### src/rtl/mem_arb_pkg.sv
// Shared types and constants for the two-port SRAM arbiter.
package mem_arb_pkg;

  localparam int DEF_DATA_W     = 256;
  localparam int DEF_ADDR_W     = 7;
  localparam int DEF_RD_LAT     = 1;
  localparam int DEF_WR_TIMEOUT = 15;

  localparam logic MEM_RD = 1'b1;
  localparam logic MEM_WR = 1'b0;

  typedef enum logic [1:0] {
    IDLE  = 2'd0,
    READ  = 2'd1,
    WRITE = 2'd2,
    RESP  = 2'd3
  } state_t;

endpackage

### src/rtl/mem_arbiter_if.sv
// Requester and SRAM pin bundle for mem_arbiter; slave = arbiter side, master = environment side.
interface mem_arbiter_if #(
  parameter int DATA_W = 256,
  parameter int ADDR_W = 7
);
  // ReqxValid is held until the cycle ReqxReady is high; the command is taken on that
  // cycle. RspxValid is a single-cycle pulse with RspRData/RspError valid alongside it.
  logic              Req0Valid, Req1Valid;
  logic              Req0Write, Req1Write;
  logic [ADDR_W-1:0] Req0Addr,  Req1Addr;
  logic [DATA_W-1:0] Req0WData, Req1WData;
  logic              Req0Ready, Req1Ready;
  logic              Rsp0Valid, Rsp1Valid;
  logic [DATA_W-1:0] RspRData;
  logic              RspError;
  logic              MemEnable;
  logic              MemReadWrite;
  logic [ADDR_W-1:0] MemAddress;
  logic [DATA_W-1:0] MemDataIn;
  logic [DATA_W-1:0] MemDataOut;
  logic              WriteDone;

  modport slave (
    input  Req0Valid, Req1Valid, Req0Write, Req1Write, Req0Addr, Req1Addr,
           Req0WData, Req1WData, MemDataOut, WriteDone,
    output Req0Ready, Req1Ready, Rsp0Valid, Rsp1Valid, RspRData, RspError,
           MemEnable, MemReadWrite, MemAddress, MemDataIn
  );

  modport master (
    output Req0Valid, Req1Valid, Req0Write, Req1Write, Req0Addr, Req1Addr,
           Req0WData, Req1WData, MemDataOut, WriteDone,
    input  Req0Ready, Req1Ready, Rsp0Valid, Rsp1Valid, RspRData, RspError,
           MemEnable, MemReadWrite, MemAddress, MemDataIn
  );

endinterface

### src/rtl/rr_arbiter2.sv
// Two-input round-robin select; the last-granted index is only updated when update is high.
module rr_arbiter2 (
  input  logic       clk,
  input  logic       rst_n,
  input  logic [1:0] req,
  input  logic       update,
  output logic [1:0] grant
);

  logic last_q;

  always_comb begin
    grant = 2'b00;
    case (req)
      2'b01:   grant = 2'b01;
      2'b10:   grant = 2'b10;
      2'b11:   grant = last_q ? 2'b01 : 2'b10;
      default: grant = 2'b00;
    endcase
  end

  // Reset value 1 makes requester 0 the winner of the first contended cycle.
  always_ff @(posedge clk) begin
    if (!rst_n)
      last_q <= 1'b1;
    else if (update && (grant != 2'b00))
      last_q <= grant[1];
  end

endmodule

### src/rtl/mem_arbiter.sv
// Arbitrates fetch (0) and execute (1) requests onto a single-ported SRAM, one transaction at a time.
module mem_arbiter
  import mem_arb_pkg::*;
#(
  parameter int DATA_W     = DEF_DATA_W,
  parameter int ADDR_W     = DEF_ADDR_W,
  parameter int RD_LAT     = DEF_RD_LAT,
  parameter int WR_TIMEOUT = DEF_WR_TIMEOUT
) (
  input  logic          clk,
  input  logic          rst_n,
  mem_arbiter_if.slave  bus,
  output state_t        dbg_state
);

  localparam logic [7:0] RD_LAST = 8'(RD_LAT - 1);
  localparam logic [7:0] WR_LAST = 8'(WR_TIMEOUT - 1);

  state_t            state_q, state_d;
  logic [1:0]        grant;
  logic              accept;
  logic              grant_wr;
  logic              owner_q;
  logic              wr_q;
  logic [ADDR_W-1:0] addr_q;
  logic [DATA_W-1:0] wdata_q;
  logic [DATA_W-1:0] rdata_q;
  logic              err_q;
  logic [7:0]        cnt_q;

  rr_arbiter2 u_rr (
    .clk    (clk),
    .rst_n  (rst_n),
    .req    ({bus.Req1Valid, bus.Req0Valid}),
    .update (accept),
    .grant  (grant)
  );

  assign accept    = (state_q == IDLE) && (grant != 2'b00);
  assign grant_wr  = grant[1] ? bus.Req1Write : bus.Req0Write;
  assign dbg_state = state_q;

  always_ff @(posedge clk) begin
    if (!rst_n)
      state_q <= IDLE;
    else
      state_q <= state_d;
  end

  always_comb begin
    state_d = state_q;
    case (state_q)
      IDLE:  if (accept) state_d = grant_wr ? WRITE : READ;
      READ:  if (cnt_q == RD_LAST) state_d = RESP;
      WRITE: if (bus.WriteDone || (cnt_q == WR_LAST)) state_d = RESP;
      RESP:  state_d = IDLE;
      default: state_d = IDLE;
    endcase
  end

  // Command latch, shared read/write cycle counter, and response registers.
  always_ff @(posedge clk) begin
    if (!rst_n) begin
      owner_q <= 1'b0;
      wr_q    <= 1'b0;
      addr_q  <= '0;
      wdata_q <= '0;
      rdata_q <= '0;
      err_q   <= 1'b0;
      cnt_q   <= '0;
    end else begin
      case (state_q)
        IDLE: begin
          if (accept) begin
            owner_q <= grant[1];
            wr_q    <= grant_wr;
            addr_q  <= grant[1] ? bus.Req1Addr  : bus.Req0Addr;
            wdata_q <= grant[1] ? bus.Req1WData : bus.Req0WData;
            err_q   <= 1'b0;
            cnt_q   <= '0;
          end
        end
        READ: begin
          cnt_q <= cnt_q + 8'd1;
          if (cnt_q == RD_LAST)
            rdata_q <= bus.MemDataOut;
        end
        WRITE: begin
          cnt_q <= cnt_q + 8'd1;
          // WriteDone on the timeout cycle still counts as success.
          if (!bus.WriteDone && (cnt_q == WR_LAST))
            err_q <= 1'b1;
        end
        default: ;
      endcase
    end
  end

  always_comb begin
    bus.Req0Ready    = 1'b0;
    bus.Req1Ready    = 1'b0;
    bus.Rsp0Valid    = 1'b0;
    bus.Rsp1Valid    = 1'b0;
    bus.RspError     = 1'b0;
    bus.MemEnable    = 1'b0;
    bus.MemReadWrite = 1'b0;
    bus.MemAddress   = '0;
    bus.MemDataIn    = '0;
    case (state_q)
      IDLE: begin
        bus.Req0Ready = grant[0];
        bus.Req1Ready = grant[1];
      end
      READ: begin
        bus.MemEnable    = 1'b1;
        bus.MemReadWrite = MEM_RD;
        bus.MemAddress   = addr_q;
      end
      WRITE: begin
        bus.MemEnable    = 1'b1;
        bus.MemReadWrite = MEM_WR;
        bus.MemAddress   = addr_q;
        bus.MemDataIn    = wdata_q;
      end
      RESP: begin
        bus.Rsp0Valid = !owner_q;
        bus.Rsp1Valid = owner_q;
        bus.RspError  = err_q && wr_q;
      end
      default: ;
    endcase
  end

  assign bus.RspRData = rdata_q;

endmodule

### src/flat_wrapper.sv
// flat-port wrapper written by rule: the top's interface ports become plain ports
module mem_arbiter_flat import mem_arb_pkg::*;
#(
  parameter int DATA_W     = DEF_DATA_W,
  parameter int ADDR_W     = DEF_ADDR_W,
  parameter int RD_LAT     = DEF_RD_LAT,
  parameter int WR_TIMEOUT = DEF_WR_TIMEOUT
)
  (clk, rst_n, dbg_state, bus_Req0Valid, bus_Req1Valid, bus_Req0Write, bus_Req1Write, bus_Req0Addr, bus_Req1Addr, bus_Req0WData, bus_Req1WData, bus_MemDataOut, bus_WriteDone, bus_Req0Ready, bus_Req1Ready, bus_Rsp0Valid, bus_Rsp1Valid, bus_RspRData, bus_RspError, bus_MemEnable, bus_MemReadWrite, bus_MemAddress, bus_MemDataIn);
  mem_arbiter_if #(.DATA_W(DATA_W), .ADDR_W(ADDR_W)) bus_i ();
  input  logic clk;
  input  logic rst_n;
  output state_t dbg_state;
  input wire logic [$bits(bus_i.Req0Valid)-1:0] bus_Req0Valid;
  input wire logic [$bits(bus_i.Req1Valid)-1:0] bus_Req1Valid;
  input wire logic [$bits(bus_i.Req0Write)-1:0] bus_Req0Write;
  input wire logic [$bits(bus_i.Req1Write)-1:0] bus_Req1Write;
  input wire logic [$bits(bus_i.Req0Addr)-1:0] bus_Req0Addr;
  input wire logic [$bits(bus_i.Req1Addr)-1:0] bus_Req1Addr;
  input wire logic [$bits(bus_i.Req0WData)-1:0] bus_Req0WData;
  input wire logic [$bits(bus_i.Req1WData)-1:0] bus_Req1WData;
  input wire logic [$bits(bus_i.MemDataOut)-1:0] bus_MemDataOut;
  input wire logic [$bits(bus_i.WriteDone)-1:0] bus_WriteDone;
  output wire logic [$bits(bus_i.Req0Ready)-1:0] bus_Req0Ready;
  output wire logic [$bits(bus_i.Req1Ready)-1:0] bus_Req1Ready;
  output wire logic [$bits(bus_i.Rsp0Valid)-1:0] bus_Rsp0Valid;
  output wire logic [$bits(bus_i.Rsp1Valid)-1:0] bus_Rsp1Valid;
  output wire logic [$bits(bus_i.RspRData)-1:0] bus_RspRData;
  output wire logic [$bits(bus_i.RspError)-1:0] bus_RspError;
  output wire logic [$bits(bus_i.MemEnable)-1:0] bus_MemEnable;
  output wire logic [$bits(bus_i.MemReadWrite)-1:0] bus_MemReadWrite;
  output wire logic [$bits(bus_i.MemAddress)-1:0] bus_MemAddress;
  output wire logic [$bits(bus_i.MemDataIn)-1:0] bus_MemDataIn;
  assign bus_i.Req0Valid = bus_Req0Valid;
  assign bus_i.Req1Valid = bus_Req1Valid;
  assign bus_i.Req0Write = bus_Req0Write;
  assign bus_i.Req1Write = bus_Req1Write;
  assign bus_i.Req0Addr = bus_Req0Addr;
  assign bus_i.Req1Addr = bus_Req1Addr;
  assign bus_i.Req0WData = bus_Req0WData;
  assign bus_i.Req1WData = bus_Req1WData;
  assign bus_i.MemDataOut = bus_MemDataOut;
  assign bus_i.WriteDone = bus_WriteDone;
  assign bus_Req0Ready = bus_i.Req0Ready;
  assign bus_Req1Ready = bus_i.Req1Ready;
  assign bus_Rsp0Valid = bus_i.Rsp0Valid;
  assign bus_Rsp1Valid = bus_i.Rsp1Valid;
  assign bus_RspRData = bus_i.RspRData;
  assign bus_RspError = bus_i.RspError;
  assign bus_MemEnable = bus_i.MemEnable;
  assign bus_MemReadWrite = bus_i.MemReadWrite;
  assign bus_MemAddress = bus_i.MemAddress;
  assign bus_MemDataIn = bus_i.MemDataIn;
  mem_arbiter #(.DATA_W(DATA_W), .ADDR_W(ADDR_W), .RD_LAT(RD_LAT), .WR_TIMEOUT(WR_TIMEOUT)) u_core (.clk(clk), .rst_n(rst_n), .bus(bus_i), .dbg_state(dbg_state));
endmodule
### config.mk
export PLATFORM = sky130hd
export DESIGN_NAME = mem_arbiter_flat
export DESIGN_NICKNAME = d
export VERILOG_FILES = /design/src/rtl/mem_arb_pkg.sv /design/src/rtl/mem_arbiter_if.sv /design/src/rtl/rr_arbiter2.sv /design/src/rtl/mem_arbiter.sv /design/src/flat_wrapper.sv
export SDC_FILE = /design/constraint.sdc
export NUM_CORES = 1
export LEC_CHECK = 0
export CORE_AREA = 2 2 512 514
export CTS_CLUSTER_DIAMETER = 120
export DETAILED_ROUTE_END_ITERATION = 10
export DIE_AREA = 0 0 514 516
export PLACE_DENSITY = 0.3
export SLEW_MARGIN = 20
export SYNTH_ARGS = -nofsm -noshare
export SYNTH_HDL_FRONTEND = slang
export SYNTH_SLANG_ARGS = --single-unit
### constraint.sdc
create_clock -name clk -period 3.4 [get_ports clk]
set_clock_uncertainty 0.1 [all_clocks]
set_input_delay 0.34 -clock clk [delete_from_list [all_inputs] [get_ports clk]]
set_output_delay 0.34 -clock clk [all_outputs]
set_load 0.02 [all_outputs]
==> results of run 1 <==
area by class of cell:
type	count	area (sq um)	area share [%]
multi-input combinational	1635	10400	23.8
tap	3402	4260	9.75
antenna	34	85.1	0.195
inverter	5	18.8	0.0430
sequential	533	10700	24.4
clock buffer	126	2440	5.59
clock inverter	29	387	0.886
timing repair buffer	1521	15400	35.3
flip-flops by register name (all words and copies together) (netlist names):
signal,flops
u_core.bus.RspRData,256
u_core.wdata_q,256
u_core.cnt_q,8
u_core.addr_q,7
u_core.dbg_state,2
u_core.err_q,1
u_core.owner_q,1
u_core.u_rr.last_q,1
u_core.wr_q,1
critical path: stages, from the launching register on:
cell	delay, ns
sky130_fd_sc_hd__dfxtp_1	0.43
sky130_fd_sc_hd__inv_1	0.10
sky130_fd_sc_hd__ha_2	0.45
sky130_fd_sc_hd__buf_4	0.26
sky130_fd_sc_hd__and2_1	0.15
sky130_fd_sc_hd__clkdlybuf4s50_1	0.66
cells in the mapped netlist (all sizes together) (2+ instances only):
cell,instances,area (sq um)
dfxtp,533,10700
nand2,523,1960
and2,268,1680
nor2b,268,1680
a222oi,263,2630
a21boi,258,1940
clkbuf,151,574
buf,84,669
ha,7,87.6
nor2,6,22.5
inv,5,18.8
nand3,5,25.0
o21ai,5,28.8
a21oi,4,20.0
mux2i,3,30.0
nor3b,3,22.5
xor2,3,26.3
and3,2,12.5
nand4,2,12.5
nor4,2,27.5
o31ai,2,15.0
xnor2,2,17.5
stage by stage:
stage          worst slack [ns]  total power (uW)
2_1_floorplan              1.32             15200
3_3_place_gp              0.620             22500
3_5_place_dp              0.585             22500
4_1_cts                  0.0213             32400
5_1_grt                  0.0116             33400
6_report                  0.203             31500
power groups by stage:
stage,sequential (uW),clock (uW),combinational [uW]
detailed placement,8910,0,13600
global placement,8910,0,13600
finish,8800,9140,13500
global route,8970,9780,14700
CTS,8810,9620,14000
floorplan,9240,0,5930
per-layer routing:
layer | part of all wire, % | vias up | track usage, %
met5 | 0.22 | - | 0
met4 | 3.1 | 66 | 4.41
met3 | 12 | 306 | 7.08
met2 | 43 | 1326 | 22.4
met1 | 41 | 12000 | 17.3
li1 | - | 11300 | -
cell families (layout without fill, tap and decap cells):
| family | Yosys count | count (layout) | share of synthesized area (%) |
|---|---|---|---|
| AND/OR/NAND/NOR | 1086 | 1086 | 24.7 |
| AO/OA/AOI/OAI | 534 | 534 | 20.9 |
| adder cells (fa/ha/maj) | 7 | 7 | 0.394 |
| flip-flops | 533 | 533 | 48.0 |
| buffers and inverters | 240 | 1681 | 5.67 |
| XOR/XNOR | 5 | 5 | 0.197 |
| other | 0 | 34 | 0 |
| multiplexers | 3 | 3 | 0.135 |
worst max path at each step:
stage	startpoint	to	slack, ns	cells past startpoint
after floorplan	u_core.dbg_state[0]	u_core.cnt_q[7]	1.32	8
after global routing	u_core.dbg_state[1]	bus_MemAddress[2]	0.01	5
after global placement	u_core.dbg_state[0]	bus_MemDataIn[6]	0.62	5
after CTS	u_core.dbg_state[1]	bus_MemAddress[2]	0.02	5
final	u_core.dbg_state[1]	bus_MemAddress[2]	0.20	5
after detailed placement	u_core.dbg_state[0]	bus_MemDataIn[254]	0.59	5
repair_timing:
action                                  in CTS  in global routing
buffers inserted                             5                  0
endpoints found under the setup margin     223                  0
resized for setup                            1                  0
hold endpoints to repair                   140                  0
hold buffers                               140                  0
==> key figures, run 1 <==
GRT
  • Total track usage: 14.4%
  • Maximum number of pins on one net before global-route repair: 91
  • Wire length of the first global-routing pass: 257 mm
  • Number of global-route vias before repair: 25500
  • Overflow left after global routing: 0
  • Initial antenna violation count: 127

Hold path
  • Min-Delay Path Depth: 3
  • Worst min-delay path category: in -> reg
  • Hold Path Sink: u_core.bus.RspRData[103]
  • Launch instance of the worst min-delay path: bus_MemDataOut[103]

Floorplanning
  • Effective utilization at floorplan: 8.58%
  • Width of the chip: 514 microns
  • Die footprint: 265000 sq um
  • Die extent in y: 516 microns
  • Io pins: 1317
  • Total number of placement rows: 187
  • Core Box Area: 259000 sq um

Cells and area
  • Commonest non-fill, non-tap cells in the layout: sky130_fd_sc_hd__clkdlybuf4s50_1, sky130_fd_sc_hd__dfxtp_1, sky130_fd_sc_hd__nand2_1
  • Final standard cell area without fillers: 43600 sq um
  • Final core utilization: 16.8%
  • Fillers: 29100
  • Share of final-layout standard cells stronger than drive strength 1: 6.08%
  • Most common cell after layout, fill and taps aside: sky130_fd_sc_hd__clkdlybuf4s50_1
  • Layout Cells excl Fill: 7285
  • Nets: 4576
  • Synth-to-Final Area Change: 96.2%

Pwr
  • Int Pwr: 18500 uW
  • IR drop worst, VDD: 0.436 mV
  • Power spent charging and discharging nets: 13000 uW
  • Part of the power in combinational logic: 43.0%
  • Leakage power of the design: 0.0147 uW
  • Share of total power consumed by net switching: 41.3%
  • Flop pwr share: 28.0%
  • Pwr Density: 721 nW/um^2
  • Clock share of power: 29.0%

STA
  • Worst slew pin tran: 0.902 ns
  • Clock period minus worst slack: 3.20 ns
  • Final slew viol count: 0
  • Slew HR: 39.8%
  • Post-Route Setup TNS: 0 ns
  • Fin crit share: 94.0%
  • Final setup violation count: 0
  • Final Hold Fails: 0
  • Highest Clock Rate: 313 MHz
  • Worst slack on hold paths: 0.0961 ns
  • RSZ-0062 raised after global routing: no

Yosys
  • Cell area after technology mapping: 22200 sq um
  • Number of cells produced by synthesis: 2408
  • Number of enable flip-flop cells after synthesis: 0
  • Flop and latch count out of synthesis: 533
  • Cell variety after synth: 40
  • Post-Synthesis Mean Instance Area: 9.24 sq um
  • Yosys warning total: 0
  • Synth Flop Type: sky130_fd_sc_hd__dfxtp_1
  • Sequential share of the synthesized area: 48.0%
  • Async S/R FF share, synth: 0%
  • Net count after synthesis: 3204

Route
  • First-pass iteration count of the detailed router: 7
  • Initial DRC count: 2449
  • Total via count in the routed design: 25000
  • Remaining antenna violation count after routing: 0
  • Average detailed-routed wire length per instance: 27.5 microns
  • Total Wirelength: 200 mm
  • Via density per instance: 3.43
  • Number of remaining DRC errors: 0

Placement
  • Total placed instance area: 39200 sq um
  • Count of buffers from port buffering: 1316
  • Post-DP HPWL: 160 mm
  • Number of instances in the placed design: 6951
  • Gpl congestion: 0.841

Clocking
  • Level count of the clock H-tree: 3
  • CTS clock-pin slew for the worst setup and hold paths: 0.06 ns
  • Number of sinks handled by clock tree synthesis: 533
  • Max Buffers Root-to-Sink: 3
  • Cell chosen for the clock root: sky130_fd_sc_hd__clkbuf_16
  • Total clock buffers created by CTS: 84
  • CTS tree: yes
  • Clock latency reported for the late side of the worst-skew pair: 0.71 ns

Critical path
  • Launching element type of the critical path: register
  • Required time reported for the critical path endpoint: 2.96 ns
  • CP Capture Type: output pin
  • Maximum net fanout on the critical path: 10
  • Count of cells along the worst register-to-register path: 9
  • Worst setup path category: reg -> out
  • Worst R2R Setup Slack: 1.00 ns
  • R2R Path End: u_core.bus.RspRData[197]
  • Data arrival at the endpoint of the critical path: 2.76 ns
  • RR Startpoint: u_core.cnt_q[0]

Job
  • Max cap viols: 0

Outcome
  • Result of the run: complete, no violations
(Power assumes the default switching activity.)
==> run 2, diff against run 1 <==
--- a/config.mk
+++ b/config.mk
@@ -5,12 +5,12 @@
 export SDC_FILE = /design/constraint.sdc
 export NUM_CORES = 1
 export LEC_CHECK = 0
-export CORE_AREA = 2 2 512 514
+export ABC_AREA = 1
+export CORE_AREA = 2 2 510 512
 export CTS_CLUSTER_DIAMETER = 120
 export DETAILED_ROUTE_END_ITERATION = 10
-export DIE_AREA = 0 0 514 516
+export DIE_AREA = 0 0 512 514
 export PLACE_DENSITY = 0.3
-export SLEW_MARGIN = 20
 export SYNTH_ARGS = -nofsm -noshare
 export SYNTH_HDL_FRONTEND = slang
 export SYNTH_SLANG_ARGS = --single-unit
==> key figures, run 2 <==
Route
  • First-pass iteration count of the detailed router: 5 (was 7)
  • Initial DRC count: 1442 (was 2449)
  • Remaining antenna violation count after routing: 0 (unchanged)
  • Number of remaining DRC errors: 0 (unchanged)
  • Total Wirelength: 189 mm (was 200 mm)
  • Average detailed-routed wire length per instance: 23.6 microns (was 27.5 microns)
  • Total via count in the routed design: 26700 (was 25000)
  • Via density per instance: 3.33 (was 3.43)

STA
  • RSZ-0062 raised after global routing: yes (was no)
  • Final setup violation count: 0 (unchanged)
  • Worst slew pin tran: 0.755 ns (was 0.902 ns)
  • Final Hold Fails: 0 (unchanged)
  • Fin crit share: 95.2% (was 94.0%)
  • Slew HR: 49.2% (was 39.8%)
  • Clock period minus worst slack: 3.24 ns (was 3.20 ns)
  • Worst slack on hold paths: 0.106 ns (was 0.0961 ns)
  • Highest Clock Rate: 309 MHz (was 313 MHz)
  • Final slew viol count: 0 (unchanged)

Floorplanning
  • Effective utilization at floorplan: 8.54% (was 8.58%)
  • Io pins: 1317 (unchanged)
  • Width of the chip: 512 microns (was 514 microns)
  • Core Box Area: 258000 sq um (was 259000 sq um)
  • Die extent in y: 514 microns (was 516 microns)
  • Die footprint: 263000 sq um (was 265000 sq um)
  • Total number of placement rows: 187 (unchanged)

Cells and area
  • Most common cell after layout, fill and taps aside: sky130_fd_sc_hd__clkdlybuf4s50_1 (unchanged)
  • Commonest non-fill, non-tap cells in the layout: sky130_fd_sc_hd__clkdlybuf4s50_1, sky130_fd_sc_hd__nand2_1, sky130_fd_sc_hd__dfxtp_1 (was sky130_fd_sc_hd__clkdlybuf4s50_1, sky130_fd_sc_hd__dfxtp_1, sky130_fd_sc_hd__nand2_1)
  • Nets: 5322 (was 4576)
  • Share of final-layout standard cells stronger than drive strength 1: 4.79% (was 6.08%)
  • Synth-to-Final Area Change: 94.7% (was 96.2%)
  • Fillers: 29500 (was 29100)
  • Combined area of the multi-input logic cells: 9330 sq um (was 10400 sq um)
  • Storage cell area: 10700 sq um (unchanged)

Yosys
  • Synth Flop Type: sky130_fd_sc_hd__dfxtp_1 (unchanged)
  • XOR/XNOR share of the synthesized area: 0.119% (was 0.197%)
  • Net count after synthesis: 4010 (was 3204)
  • Most area-consuming cells after synthesis: sky130_fd_sc_hd__dfxtp_1, sky130_fd_sc_hd__nand2_1, sky130_fd_sc_hd__nor2_1 (was sky130_fd_sc_hd__dfxtp_1, sky130_fd_sc_hd__a222oi_1, sky130_fd_sc_hd__nand2_1)
  • Number of enable flip-flop cells after synthesis: 0 (unchanged)
  • Post-Synthesis Mean Instance Area: 6.86 sq um (was 9.24 sq um)
  • Number of cells produced by synthesis: 3214 (was 2408)
  • Dominant combinational cell family by area after synthesis: simple AND/OR/NAND/NOR gates (unchanged)
  • Post-synthesis compound-gate area fraction: 13.8% (was 20.9%)
  • Library cell occupying the most area in the post-synthesis netlist: sky130_fd_sc_hd__dfxtp_1 (unchanged)
  • Yosys warning total: 0 (unchanged)
  • Most frequent cells after synthesis: sky130_fd_sc_hd__nand2_1, sky130_fd_sc_hd__dfxtp_1, sky130_fd_sc_hd__nor2_1, sky130_fd_sc_hd__inv_1, sky130_fd_sc_hd__a31oi_1 (was sky130_fd_sc_hd__dfxtp_1, sky130_fd_sc_hd__nand2_1, sky130_fd_sc_hd__and2_1, sky130_fd_sc_hd__nor2b_1, sky130_fd_sc_hd__a222oi_1)
  • Basic-gate share of the synthesized area counting and, or, nand and nor cells: 27.8% (was 24.7%)
  • Cell with the most instances after synthesis: sky130_fd_sc_hd__nand2_1 (was sky130_fd_sc_hd__dfxtp_1)
  • Mux cell area share after synthesis: 0% (was 0.135%)
  • Flop and latch count out of synthesis: 533 (unchanged)
  • Sequential share of the synthesized area: 48.4% (was 48.0%)
  • Cell variety after synth: 26 (was 40)
  • Async S/R FF share, synth: 0% (unchanged)
  • Cell area after technology mapping: 22000 sq um (was 22200 sq um)
  • Fraction of post-synthesis cell area in the top cell type by area: 48.4% (was 48.0%)
  • Arithmetic-cell share of the synthesized area counting full adders, half adders and majority gates: 0.397% (was 0.394%)

GRT
  • Number of global-route vias before repair: 27400 (was 25500)
  • Wire length of the first global-routing pass: 250 mm (was 257 mm)
  • Overflow left after global routing: 0 (unchanged)
  • Total track usage: 13.8% (was 14.4%)
  • Maximum number of pins on one net before global-route repair: 87 (was 91)
  • Initial antenna violation count: 106 (was 127)

Pwr
  • Total power: 33100 uW (was 31500 uW)
  • Pwr Density: 771 nW/um^2 (was 721 nW/um^2)
  • Leakage power of the design: 0.0169 uW (was 0.0147 uW)
  • IR drop worst, VDD: 0.445 mV (was 0.436 mV)

Critical path
  • CP Capture Type: output pin (unchanged)
  • Launching element type of the critical path: register (unchanged)
  • Data arrival at the endpoint of the critical path: 2.80 ns (was 2.76 ns)
  • Required time reported for the critical path endpoint: 2.96 ns (about the same)
  • Worst setup path category: reg -> out (unchanged)
  • Maximum net fanout on the critical path: 20 (was 10)

Clocking
  • Cell chosen for the clock root: sky130_fd_sc_hd__clkbuf_16 (unchanged)
  • Max Buffers Root-to-Sink: 3 (unchanged)
  • Level count of the clock H-tree: 3 (unchanged)
  • Number of sinks handled by clock tree synthesis: 533 (unchanged)
  • Total clock buffers created by CTS: 82 (was 84)
  • Clock latency reported for the late side of the worst-skew pair: 0.74 ns (was 0.71 ns)
  • CTS tree: yes (unchanged)
  • CTS clock-pin slew for the worst setup and hold paths: 0.06 ns (about the same)

Outcome
  • Result of the run: complete, no violations (unchanged)

Job
  • Max cap viols: 0 (unchanged)

Hold path
  • Worst min-delay path category: in -> reg (unchanged)

Placement
  • Count of buffers from port buffering: 1316 (unchanged)
  • Post-DP HPWL: 153 mm (was 160 mm)
  • Gpl congestion: 0.806 (was 0.841)
[run 2: changes by cell type after synthesis, moves of 247 or more]
cell,before,now
sky130_fd_sc_hd__nand2_1,523,1079
sky130_fd_sc_hd__inv_1,5,277
sky130_fd_sc_hd__a31oi_1,0,263
sky130_fd_sc_hd__and2_1,268,0
sky130_fd_sc_hd__a222oi_1,263,0
sky130_fd_sc_hd__o21ai_0,3,250
sky130_fd_sc_hd__nor2_1,6,529
sky130_fd_sc_hd__nor2b_1,268,0
[run 2: through the flow]
stage	setup WS, ns	util (%)	setup TNS [ns]	instance area [sq um]	instances
final	0.165	16.6	0	42900	8015
after global routing	-0.0161	16.6	-0.0170	42900	7998
after CTS	-0.0248	16.6	-0.0360	42800	7990
after detailed placement	0.533	15.3	0	39400	7784
after global placement	0.570	15.3	0	39400	7784
after floorplan	1.34	-	0	22000	3214
[run 2: worst max-delay path, cell delays in order, from the launching register on]
cell and delay [ns]:
sky130_fd_sc_hd__dfxtp_1 0.34, sky130_fd_sc_hd__inv_1 0.16, sky130_fd_sc_hd__ha_4 0.18, sky130_fd_sc_hd__buf_12 0.17, sky130_fd_sc_hd__buf_6 0.27, sky130_fd_sc_hd__nand2_1 0.08
sky130_fd_sc_hd__inv_1 0.11, sky130_fd_sc_hd__clkdlybuf4s50_1 0.62
[run 2: kinds of logic after synthesis]
group / count (synthesis)
adder cells (fa/ha/maj): 7
XOR/XNOR: 3
flip-flops: 533
buffers and inverters: 510
AO/OA/AOI/OAI: 538
AND/OR/NAND/NOR: 1623
[run 2: repair_timing]
action | 4_1_cts | 5_1_grt
resized for setup | 7 | 16
cloned | 0 | 1
endpoints found under the hold margin | 61 | 0
hold buffers | 57 | 0
setup endpoints to repair | 255 | 67
buffers inserted | 2 | 0
[run 2: layout make-up]
class,instances,area share (%)
Timing Repair Buffer,1459,34.4
Sequential cell,533,24.9
Multi-Input combinational cell,2171,21.7
Tap cell,3402,9.92
Clock buffer,129,5.68
Inverter,279,2.47
Clock inverter,18,0.828
Antenna cell,24,0.140
[run 2: per-layer routing]
metal  routed length [microns]  part of all wire [%]  vias to the layer above  track usage (%)
li1                          -                     -                    12800                -
met1                     65200                    34                    12400             13.3
met2                    101000                    53                     1128             26.6
met3                     18000                   9.5                      298             5.88
met4                      4430                   2.3                       78             3.74
met5                       499                  0.26                        -                0
[run 2: path summary, 6_finish.rpt]
path,startpoint,end,slack (ns),depth (start not counted)
hold reg to reg,u_core.cnt_q[6],u_core.cnt_q[6],0.36,2
setup reg to reg,u_core.dbg_state[0],u_core.addr_q[4],0.77,9
hold / removal,bus_Req0WData[241],u_core.wdata_q[241],0.11,3
setup / recovery,u_core.dbg_state[0],bus_MemDataIn[104],0.16,7
[run 2: where the power goes]
group	total, uW	switching, uW	internal [uW]
combinational	14700	9040	5620
clock	9000	3720	5280
sequential	9430	1250	8180
total	33100	14000	19100
==> run 3, diff against run 2 <==
==> constraint.sdc (replaced) <==
create_clock -name clk -period 3.4 [get_ports clk]
set_clock_uncertainty 0.1 [all_clocks]
set_input_delay 1.02 -clock clk [delete_from_list [all_inputs] [get_ports clk]]
set_output_delay 1.02 -clock clk [all_outputs]
set_load 0.02 [all_outputs]
==> key figures, run 3 (same netlist as run 2, synthesis figures left out) <==
Route
  • Number of remaining DRC errors: 0 (unchanged)
  • Total via count in the routed design: 26800 (was 26700)
  • Initial DRC count: 1263 (was 1442)
  • First-pass iteration count of the detailed router: 5 (unchanged)
  • Via density per instance: 3.33 (about the same)
  • Remaining antenna violation count after routing: 0 (unchanged)
  • Total Wirelength: 191 mm (was 189 mm)
  • Average detailed-routed wire length per instance: 23.7 microns (was 23.6 microns)

STA
  • Final slew viol count: 0 (unchanged)
  • Clock period minus worst slack: 3.46 ns (was 3.24 ns)
  • Final setup violation count: 18 (was 0)
  • RSZ-0062 raised after global routing: yes (unchanged)
  • Fin crit share: 102% (was 95.2%)
  • Final Hold Fails: 0 (unchanged)
  • Highest Clock Rate: 289 MHz (was 309 MHz)
  • Worst slew pin tran: 1.04 ns (was 0.755 ns)
  • Slew HR: 30.4% (was 49.2%)
  • Min setup slack post-route: -0.0605 ns (was 0.165 ns)

Pwr
  • Clock share of power: 26.1% (was 27.2%)
  • Part of the power in combinational logic: 46.7% (was 44.3%)
  • Pwr Density: 789 nW/um^2 (was 771 nW/um^2)
  • Leakage power of the design: 0.0182 uW (was 0.0169 uW)
  • Int Pwr: 19600 uW (was 19100 uW)
  • Power spent charging and discharging nets: 14500 uW (was 14000 uW)
  • IR drop worst, VDD: 0.409 mV (was 0.445 mV)
  • Flop pwr share: 27.2% (was 28.5%)
  • Share of total power consumed by net switching: 42.5% (was 42.3%)

Placement
  • Total placed instance area: 39600 sq um (was 39400 sq um)
  • Gpl congestion: 0.812 (was 0.806)
  • Count of buffers from port buffering: 1316 (unchanged)
  • Number of instances in the placed design: 7801 (was 7784)
  • Worst setup slack after placement: -0.261 ns (was 0.533 ns)
  • Post-DP HPWL: 151 mm (was 153 mm)

Hold path
  • Hold Path Sink: u_core.cnt_q[6] (was u_core.wdata_q[241])
  • Launch instance of the worst min-delay path: u_core.cnt_q[6] (was bus_Req0WData[241])
  • Min-Delay Path Depth: 2 (was 3)
  • Worst min-delay path category: reg -> reg (was in -> reg)

Critical path
  • Cell type with the highest occurrence count on the critical path: sky130_fd_sc_hd__buf_16 (was sky130_fd_sc_hd__inv_1)
  • Longest individual stage delay on the worst path: 0.35 ns (was 0.62 ns)
  • Worst setup path category: reg -> out (unchanged)
  • Data arrival at the endpoint of the critical path: 2.34 ns (was 2.80 ns)
  • Required time reported for the critical path endpoint: 2.28 ns (was 2.96 ns)
  • Count of cells along the worst register-to-register path: 7 (was 9)
  • Cell with the largest stage delay on the worst path: sky130_fd_sc_hd__dfxtp_2 (was sky130_fd_sc_hd__clkdlybuf4s50_1)
  • Worst R2R Setup Slack: 0.85 ns (was 0.77 ns)
  • Maximum net fanout on the critical path: 8 (was 20)
  • CP Capture Type: output pin (unchanged)
  • Crit path cell chain: inv_4, ha_4, buf_16, buf_16, buf_8, clkbuf_16, buf_4, nand2_4, inv_2, buf_6 (was inv_1, ha_4, buf_12, buf_6, nand2_1, inv_1, clkdlybuf4s50_1)
  • RR Startpoint: u_core.dbg_state[1] (was u_core.dbg_state[0])
  • R2R Path End: u_core.wdata_q[155] (was u_core.addr_q[4])
  • Launching element type of the critical path: register (unchanged)

Cells and area
  • Final standard cell area without fillers: 43300 sq um (was 42900 sq um)
  • Share of final-layout standard cells stronger than drive strength 1: 14.1% (was 4.79%)
  • Nets: 5333 (was 5322)
  • Layout Cells excl Fill: 8038 (was 8015)
  • Most common cell after layout, fill and taps aside: sky130_fd_sc_hd__clkdlybuf4s50_1 (unchanged)
  • Commonest non-fill, non-tap cells in the layout: sky130_fd_sc_hd__clkdlybuf4s50_1, sky130_fd_sc_hd__nand2_1, sky130_fd_sc_hd__dfxtp_1 (unchanged)
  • Synth-to-Final Area Change: 96.2% (was 94.7%)
  • Final core utilization: 16.8% (was 16.6%)

Job
  • Max cap viols: 0 (unchanged)

Clocking
  • Total clock buffers created by CTS: 82 (unchanged)
  • Number of buffers added to fix hold violations after cts: 0 (was 57)
  • Cell chosen for the clock root: sky130_fd_sc_hd__clkbuf_16 (unchanged)
  • Max Buffers Root-to-Sink: 3 (unchanged)
  • CTS clock-pin slew for the worst setup and hold paths: 0.05 ns (was 0.06 ns)
  • Clock latency reported for the late side of the worst-skew pair: 0.73 ns (was 0.74 ns)
  • CTS tree: yes (unchanged)
  • Level count of the clock H-tree: 3 (unchanged)
  • Number of sinks handled by clock tree synthesis: 533 (unchanged)

Floorplanning
  • Effective utilization at floorplan: 8.54% (unchanged)
  • Io pins: 1317 (unchanged)
  • Core Box Area: 258000 sq um (unchanged)
  • Die footprint: 263000 sq um (unchanged)
  • Die extent in y: 514 microns (unchanged)
  • Total number of placement rows: 187 (unchanged)
  • Width of the chip: 512 microns (unchanged)

GRT
  • Overflow left after global routing: 0 (unchanged)
  • Maximum number of pins on one net before global-route repair: 127 (was 87)
  • Number of global-route vias before repair: 27300 (was 27400)
  • Wire length of the first global-routing pass: 248 mm (was 250 mm)
  • Total track usage: 13.8% (about the same)
  • Initial antenna violation count: 114 (was 106)

Outcome
  • Failing checks: negative setup slack
  • Result of the run: complete, but fails checks (was complete, no violations)
run 3: through the flow:
| step | power, uW | setup TNS [ns] | hold slack, ns |
|---|---|---|---|
| 6_report | 34100 | -0.566 | 0.364 |
| 5_1_grt | 36400 | -16.19 | 0.397 |
| 4_1_cts | 34200 | -44.61 | 0.364 |
| 3_5_place_dp | 24400 | -0.379 | 0.356 |
| 3_3_place_gp | 24500 | -0.393 | 0.361 |
| 2_1_floorplan | 16200 | 0 | 0.336 |
run 3: layout make-up:
class                      count  area [sq um]
multi-input combinational   2171          9610
tap                         3402          4260
timing repair buffer        1470         14800
sequential                   533         10700
fill                       29500        215000
inverter                     279          1070
clock buffer                 123          2400
clock inverter                27           364
antenna                       33          82.6
run 3: per-layer routing:
metal  part of all wire [%]  global-route usage, %  vias up
li1                       -                      -    12800
met1                     34                   13.0    12400
met2                     51                   25.1     1181
met3                    9.7                   6.21      357
met4                    4.7                   7.02       70
met5                   0.24                      0        -
run 3: critical path, delay by kind of cell, from the launching register on:
family / cells / cell delay (ns)
buffers and inverters: 8 / 0.98
flip-flops: 1 / 0.35
adder cells (fa/ha/maj): 1 / 0.17
AND/OR/NAND/NOR: 1 / 0.04
run 3: worst max path at each step:
stage                                   start            endpoint  slack, ns  depth (start not counted)
final                     u_core.dbg_state[0]  bus_MemDataIn[175]      -0.06                         10
after CTS                 u_core.dbg_state[1]   bus_MemAddress[4]      -0.38                          6
after floorplan                 bus_Req0Valid       bus_Req1Ready       0.58                          4
after global routing      u_core.dbg_state[0]  bus_MemDataIn[156]      -0.17                         10
after detailed placement        bus_Req0Valid       bus_Req0Ready      -0.26                          4
after global placement          bus_Req0Valid       bus_Req0Ready      -0.28                          4
run 3: power groups by stage:
stage               clock network (uW)  logic (uW)  registers (uW)
global route                      9590       17200            9550
global placement                     0       15100            9310
CTS                               9380       15500            9250
floorplan                            0        5760           10500
finish                            8900       15900            9300
detailed placement                   0       15100            9340
run 3: repair_timing:
item / in CTS / in global routing
gates cloned: 4 / 6
setup buffers: 13 / 35
endpoints found under the setup margin: 270 / 225
pin swaps: 0 / 1
resized for setup: 560 / 738
endpoints found under the hold margin: 0 / 0
